$ cat src/rtl/regfile_wb_arbiter.sv
// Round-robin arbiter sharing the register file write port among NUM_REQ
// writeback requesters, with a one-deep registered output stage.
module regfile_wb_arbiter #(
   parameter int unsigned NUM_REQ = 3
) (
   input  logic                   clk,
   input  logic                   rst,
   input  logic [NUM_REQ-1:0]     req_valid,
   input  logic [5*NUM_REQ-1:0]   req_addr,
   input  logic [32*NUM_REQ-1:0]  req_data,
   output logic [NUM_REQ-1:0]     req_ready,
   input  logic                   lock,
   output logic                   wb_enable,
   output logic [4:0]             wb_address,
   output logic [31:0]            wb_data,
   output logic [31:0]            busy_mask,
   output logic [2:0]             grant_idx
);

   localparam int unsigned PTR_W  = 3;
   localparam int unsigned ADDR_W = 5;
   localparam int unsigned DATA_W = 32;

   logic [PTR_W-1:0]   r_rr_ptr;
   logic               r_wb_enable;
   logic [ADDR_W-1:0]  r_wb_address;
   logic [DATA_W-1:0]  r_wb_data;
   logic [31:0]        r_busy_mask;
   logic [PTR_W-1:0]   r_grant_idx;

   logic               w_found;
   logic [PTR_W-1:0]   w_gnt_idx;
   logic [ADDR_W-1:0]  w_sel_addr;
   logic [DATA_W-1:0]  w_sel_data;
   logic [PTR_W-1:0]   w_next_ptr;
   logic [NUM_REQ-1:0] w_ready;

   // Two-pass search: first pass from rr_ptr upward, second pass wraps from 0
   always_comb begin
      w_found    = 1'b0;
      w_gnt_idx  = '0;
      w_sel_addr = '0;
      w_sel_data = '0;
      if (rst && !lock) begin
         for (int unsigned p = 0; p < 2; p++) begin
            for (int unsigned i = 0; i < NUM_REQ; i++) begin
               if (!w_found && req_valid[i] && ((p == 1) || (i >= 32'(r_rr_ptr)))) begin
                  w_found    = 1'b1;
                  w_gnt_idx  = PTR_W'(i);
                  w_sel_addr = req_addr[ADDR_W*i +: ADDR_W];
                  w_sel_data = req_data[DATA_W*i +: DATA_W];
               end
            end
         end
      end
   end

   // One-hot ready for the winner and pointer advance past it
   always_comb begin
      w_ready    = '0;
      w_next_ptr = r_rr_ptr;
      if (w_found) begin
         w_ready = NUM_REQ'(1) << w_gnt_idx;
         if (w_gnt_idx == PTR_W'(NUM_REQ - 1)) begin
            w_next_ptr = '0;
         end else begin
            w_next_ptr = w_gnt_idx + PTR_W'(1);
         end
      end
   end

   // Output stage: x0 writes are handshaken but never enable the register file
   always_ff @(posedge clk or negedge rst) begin
      if (!rst) begin
         r_rr_ptr     <= '0;
         r_wb_enable  <= 1'b0;
         r_wb_address <= '0;
         r_wb_data    <= '0;
         r_busy_mask  <= '0;
         r_grant_idx  <= '0;
      end else begin
         r_wb_enable <= w_found && (w_sel_addr != '0);
         r_busy_mask <= (w_found && (w_sel_addr != '0)) ? (32'(1) << w_sel_addr) : 32'(0);
         if (w_found) begin
            r_rr_ptr     <= w_next_ptr;
            r_wb_address <= w_sel_addr;
            r_wb_data    <= w_sel_data;
            r_grant_idx  <= w_gnt_idx;
         end
      end
   end

   assign req_ready  = w_ready;
   assign wb_enable  = r_wb_enable;
   assign wb_address = r_wb_address;
   assign wb_data    = r_wb_data;
   assign busy_mask  = r_busy_mask;
   assign grant_idx  = r_grant_idx;

endmodule
$ cat config.mk
export PLATFORM = sky130hd
export DESIGN_NAME = regfile_wb_arbiter
export DESIGN_NICKNAME = d
export VERILOG_FILES = /design/src/rtl/regfile_wb_arbiter.sv
export SDC_FILE = /design/constraint.sdc
export NUM_CORES = 1
export LEC_CHECK = 0
export ABC_AREA = 1
export BUFFER_PORTS_ARGS = -buffer_cell sky130_fd_sc_hd__buf_4
export CORE_MARGIN = 2
export CORE_UTILIZATION = 52
export DETAILED_ROUTE_END_ITERATION = 12
export PLACE_DENSITY_LB_ADDON = 0.15
export REMOVE_ABC_BUFFERS = 1
export SKIP_CTS_REPAIR_TIMING = 1
export SYNTH_ARGS = -nofsm -noshare
export SYNTH_HDL_FRONTEND = slang
export SYNTH_SLANG_ARGS = --single-unit
$ cat constraint.sdc
create_clock -name clk -period 5.1 [get_ports clk]
set_input_delay 1.02 -clock clk [delete_from_list [all_inputs] [get_ports clk]]
set_output_delay 1.02 -clock clk [all_outputs]
set_load 0.05 [all_outputs]
Word level (Yosys, flattened, before mapping). Index checks and enable logic that the tools add are counted.

Add/subtract/negate cells: 1. Magnitude comparators: 3. Equality and inequality tests: 1. Shift-type cells: 2. Mux-type cells: 35. Reduce and logical (&&, ||, !) cells: 17.

Operator list (count): 32-bit 2-to-1 mux (8); 5-bit 2-to-1 mux (7); 1-bit by 5-bit left shift with 32-bit output, first input constant (1); 3-bit 2-to-1 mux (7); 1-bit 2-to-1 mux (13); 1-bit logical AND (10); 1-bit by 3-bit greater-or-equal comparator with 1-bit output, first input constant (2); 1-bit logical NOT (6); 5-bit nonzero test (1); 3-bit by 1-bit adder with 3-bit output, second input constant (1); 3-bit by 2-bit == test with 1-bit output, second input constant (1); 2-bit by 3-bit greater-or-equal comparator with 1-bit output, first input constant (1); 1-bit by 3-bit left shift with 3-bit output, first input constant (1).

Flip-flop bits (word level): 76. Bits of input ports: 117. Output and inout port bits: 76. Logic and storage cells: 65.

Logic depth before layout (Yosys ltp).
Word-level depth: 29. Gate-level depth with buffers: 14. Gate-level depth less buffers: 14.

Worst setup path before layout. Ideal clock, no wire load.

Kind: in2out. From: input port req_valid[1]. To: output port req_ready[0]. Arrival time: 3.718 ns. Data required time: 4.080 ns. Path slack: 0.362 ns. Stages on the path: 7. Buffers on the path: 1. Cell sequence: clkbuf_1 > nand2_1 > nand2_4 > nor3_4 > nand2_1 > a21boi_0 > nor2_1.

Longest elaborated chain between the ends: 23. Elaborated cells between the ends (all ways): 29.

RTL lines: start: declaration (line 8) `input logic [NUM_REQ-1:0] req_valid,`; 1-bit logical AND (2 in a row) (line 47) `if (!w_found && req_valid[i] && ((p == 1) || (i >= 32'(r_rr_ptr)))) begin`; 1-bit 2-to-1 mux (line 47); 1-bit 2-to-1 mux (line 44) `if (rst && !lock) begin`; 1-bit logical NOT (line 47); 1-bit logical AND (2 in a row) (line 47); 1-bit 2-to-1 mux (line 47); 1-bit 2-to-1 mux (line 44); 1-bit logical NOT (line 47); [5 not listed]; 1-bit 2-to-1 mux (line 47); 1-bit 2-to-1 mux (line 44); 1-bit logical NOT (line 47); 1-bit logical AND (line 47); 3-bit 2-to-1 mux (line 47); 3-bit 2-to-1 mux (line 44); 1-bit by 3-bit left shift with 3-bit output (line 63) `w_ready = NUM_REQ'(1) << w_gnt_idx;`; 3-bit 2-to-1 mux (*) (line 62) `if (w_found) begin`; end: declaration (line 11) `output logic [NUM_REQ-1:0] req_ready,`.

Every way passes the cells marked *; elsewhere a longest branch is shown, timed or not. The select of a mux whose other input is x is not followed.

Worst setup path after layout.
From: input port req_valid[0]. To: output port req_ready[2].

Longest elaborated chain between the ends: 27. Elaborated cells between the ends (all ways): 33.

RTL lines (line): 1-bit logical AND (47); 1-bit 2-to-1 mux (47); 1-bit 2-to-1 mux (44); 1-bit logical NOT (47); 1-bit logical AND (2 in a row) (47); 1-bit 2-to-1 mux (47); 1-bit 2-to-1 mux (44); 1-bit logical NOT (47); [10 not listed]; 1-bit 2-to-1 mux (47); 1-bit 2-to-1 mux (44); 1-bit logical NOT (47); 1-bit logical AND (47); 3-bit 2-to-1 mux (47); 3-bit 2-to-1 mux (44); 1-bit by 3-bit left shift with 3-bit output (63); 3-bit 2-to-1 mux (*) (62).

Marked as above.

==> flow_summary.yaml <==
setup_path:
  cp.required_ps: 4080
  arrival_ps: 2940
  critPathKind: "in -> out"
  start_kind: "primary input"
  setup.worst_path.end_class: "output port"
  critPathMaxFanout: 31
power_and_ir_drop:
  p_comb_frac: 0.446
  power.switching_uw: 960.4
  switching_share: 0.4392
  ir_drop_uv: 243.6
  p_int_mw: 1.226
  clkPwrFrac: 0.217
  seqPwrFrac: 0.337
  p_leak_nw: 3.312
  powerDensity_mw_per_mm2: 355.6
drt:
  drc_errors: 0
  num_vias: 4814
  wl_per_cell_microns: 15.37
  routed_wl_mm: 13.75
  highest_layer: "met4"
  ant_nets: 0
  drt_iter0_drc: 262
  drt-met1-wl_mm: 5.676
  dr_wl_met2_mm: 6.718
  firstDrtPassIters: 4
  via_per_inst: 5.385
  route.met3.wl_mm: 1.007
placed_design:
  port_buffers: 191
  dp_hpwl_mm: 9.998
  dp.cells: 878
  place.gp.congestion: 0.9018
cells_and_area:
  stdcell_count: 894
  fin_nets: 901
  multi_input_area_sq_mm: 0.002338
  final_util: 0.7447
  antenna_cells: 0
  drive_above_1_share: 0.3536
  seq_area_sq_mm: 0.001877
  fill_cells: 652
  area_delta_synth_final_pct: 37.56
logic_synthesis:
  syn_inst: 607
  ys_warn_count: 0
  yosys-top-cells-area: "dfrtp_1 42%, nand2_1 14%, nand3_1 8.7%, nor2_1 7.6%, or2_2 4.5%"
  ys_async_sr_fraction: 1.000
  ys_ff_latch: 75
  synth_edf_count: 0
  synth_top_area_cell: "dfrtp_1"
  synth.most_common_cell: "nand2_1"
  syn_area_sq_mm: 0.004471
  synth_top_area_frac: 0.4198
  synth_cell_type_count: 29
  synth_ff_type: "dfrtp_1"
  synth_common_cells: "163 x nand2_1, 91 x nor2_1, 78 x nand3_1"
  ys_seq_area_frac: 0.4198
  synth.avg_cell_area_sq_um: 7.365
die:
  pin_count: 193
  die_h_microns: 96.72
  fp-row-count: 33
  dieWidth_microns: 96.72
  die-area_sq_mm: 0.009355
  coreArea_sq_mm: 0.008258
  start_util: 0.5414
sta:
  fmax_mhz: 252.7
  setup_viol: 0
  rsz0062_at_grt: "no"
  min_period_over_period: 0.7759
  finalSetupTns_ps: 0
  relSlewSlack: 0.3176
  tightest_slew_ps: 1022
  hold_viol: 0
  fin_crit_ps: 3957
  slew_viol_final: 0
  skew_ps: 7.409
clocking:
  cts_tree: "yes"
  worstSkewPairLatency_ps: 350
  numCtsBuffers: 9
  max-clock-path-buffers: 2
  numClockSinks: 75
  htree_levels: 3
  root_buffer: "clkbuf_8"
  clk_pin_slew_ps: 80
status:
  outcome: "complete, no violations"
min_path:
  hp-class: "in -> async"
run:
  drv_cap: 0
global_route:
  grt_pass1_wl_mm: 22.71
  overflow: 0
  antenna_found_initial: 0
  grt_usage: 0.2963
  grt_max_degree: 74
  grt_pass1_vias: 4673
==> sequential cells by signal, indices dropped and copies added, names as in the netlist <==
signal,flops
busy_mask,32
grant_idx,2
r_rr_ptr,3
wb_address,5
wb_data,32
wb_enable,1
==> worst max-delay path, cell delays in order <==
cell      delay, ps
buf_4           140
inv_2           170
nor2_4           60
nand2_4          80
nand2_4          90
nor3_4          240
nand3b_1        110
nand2_1         350
buf_4           400
nor2_1           70
buf_4           190
==> placed cells by master, fill, tap and decap left out, types with 2 or more instances in the layout <==
cell	count
nor2_4	4
nor2_2	8
nor2_8	4
conb_1	2
nand4_1	8
clkbuf_8	9
o21ai_0	35
dfrtp_1	75
inv_1	20
nand2_4	2
clkinv_4	2
nor2_1	91
a21boi_0	21
inv_6	2
inv_2	7
buf_4	199
or2_2	32
nor3_4	2
nand3_1	78
nand2_2	3
a21boi_1	12
nand2_1	163
==> final timing paths <==
path | startpoint | slack, ps | depth (start not counted) | end
worst min register to register | wb_data[24] | 480 | 2 | wb_data[24]
worst min-delay path | rst | 460 | 1 | wb_data[30]
worst max register to register | r_rr_ptr[1] | 2250 | 10 | wb_data[20]
min in group clk | wb_data[24] | 480 | 2 | wb_data[24]
worst max-delay path | req_valid[0] | 1140 | 11 | req_ready[2]
max in group asynchronous | rst | 3560 | 2 | busy_mask[20]
==> stage by stage <==
stage / hold slack, ps / power (mW) / area (sq um) / setup slack, ps
2_1_floorplan: 492.7 / 1.372 / 4317 / 32.08
3_3_place_gp: 465.1 / 1.701 / 5942 / 1203
3_5_place_dp: 466.0 / 1.718 / 5942 / 1172
4_1_cts: 442.9 / 2.191 / 6150 / 1160
5_1_grt: 430.1 / 2.305 / 6150 / 976.4
6_report: 456.2 / 2.187 / 6150 / 1143
==> area by class of cell <==
class                           count  area share
Sequential cell                    75      0.3052
Clock inverter                      7     0.01363
Timing Repair Buffer              199      0.2429
Inverter                           27     0.01648
Clock buffer                        9     0.02014
Tap cell                          105     0.02136
Multi-Input combinational cell    472      0.3803
==> power groups by stage <==
| stage | Clock (mW) | Sequential (mW) | Combinational (mW) |
|---|---|---|---|
| after detailed placement | 0 | 0.747 | 0.971 |
| after global placement | 0 | 0.745 | 0.957 |
| final | 0.476 | 0.736 | 0.975 |
| after floorplan | 0 | 1.05 | 0.325 |
| after CTS | 0.481 | 0.736 | 0.974 |
| after global routing | 0.515 | 0.746 | 1.04 |
==> cell families after synthesis <==
logic type | share of synthesized area
compound gates | 0.09936
buf+inv | 0.05793
flops | 0.4198
other cells | 0.0008388
simple gates | 0.4221
==> metal layers <==
metal,vias up,global-route usage
li1,2300,-
met3,30,0.05925
met2,196,0.5016
met4,0,0.09642
met1,2288,0.3820
met5,-,0
Power figures use the tool's default switching activity.
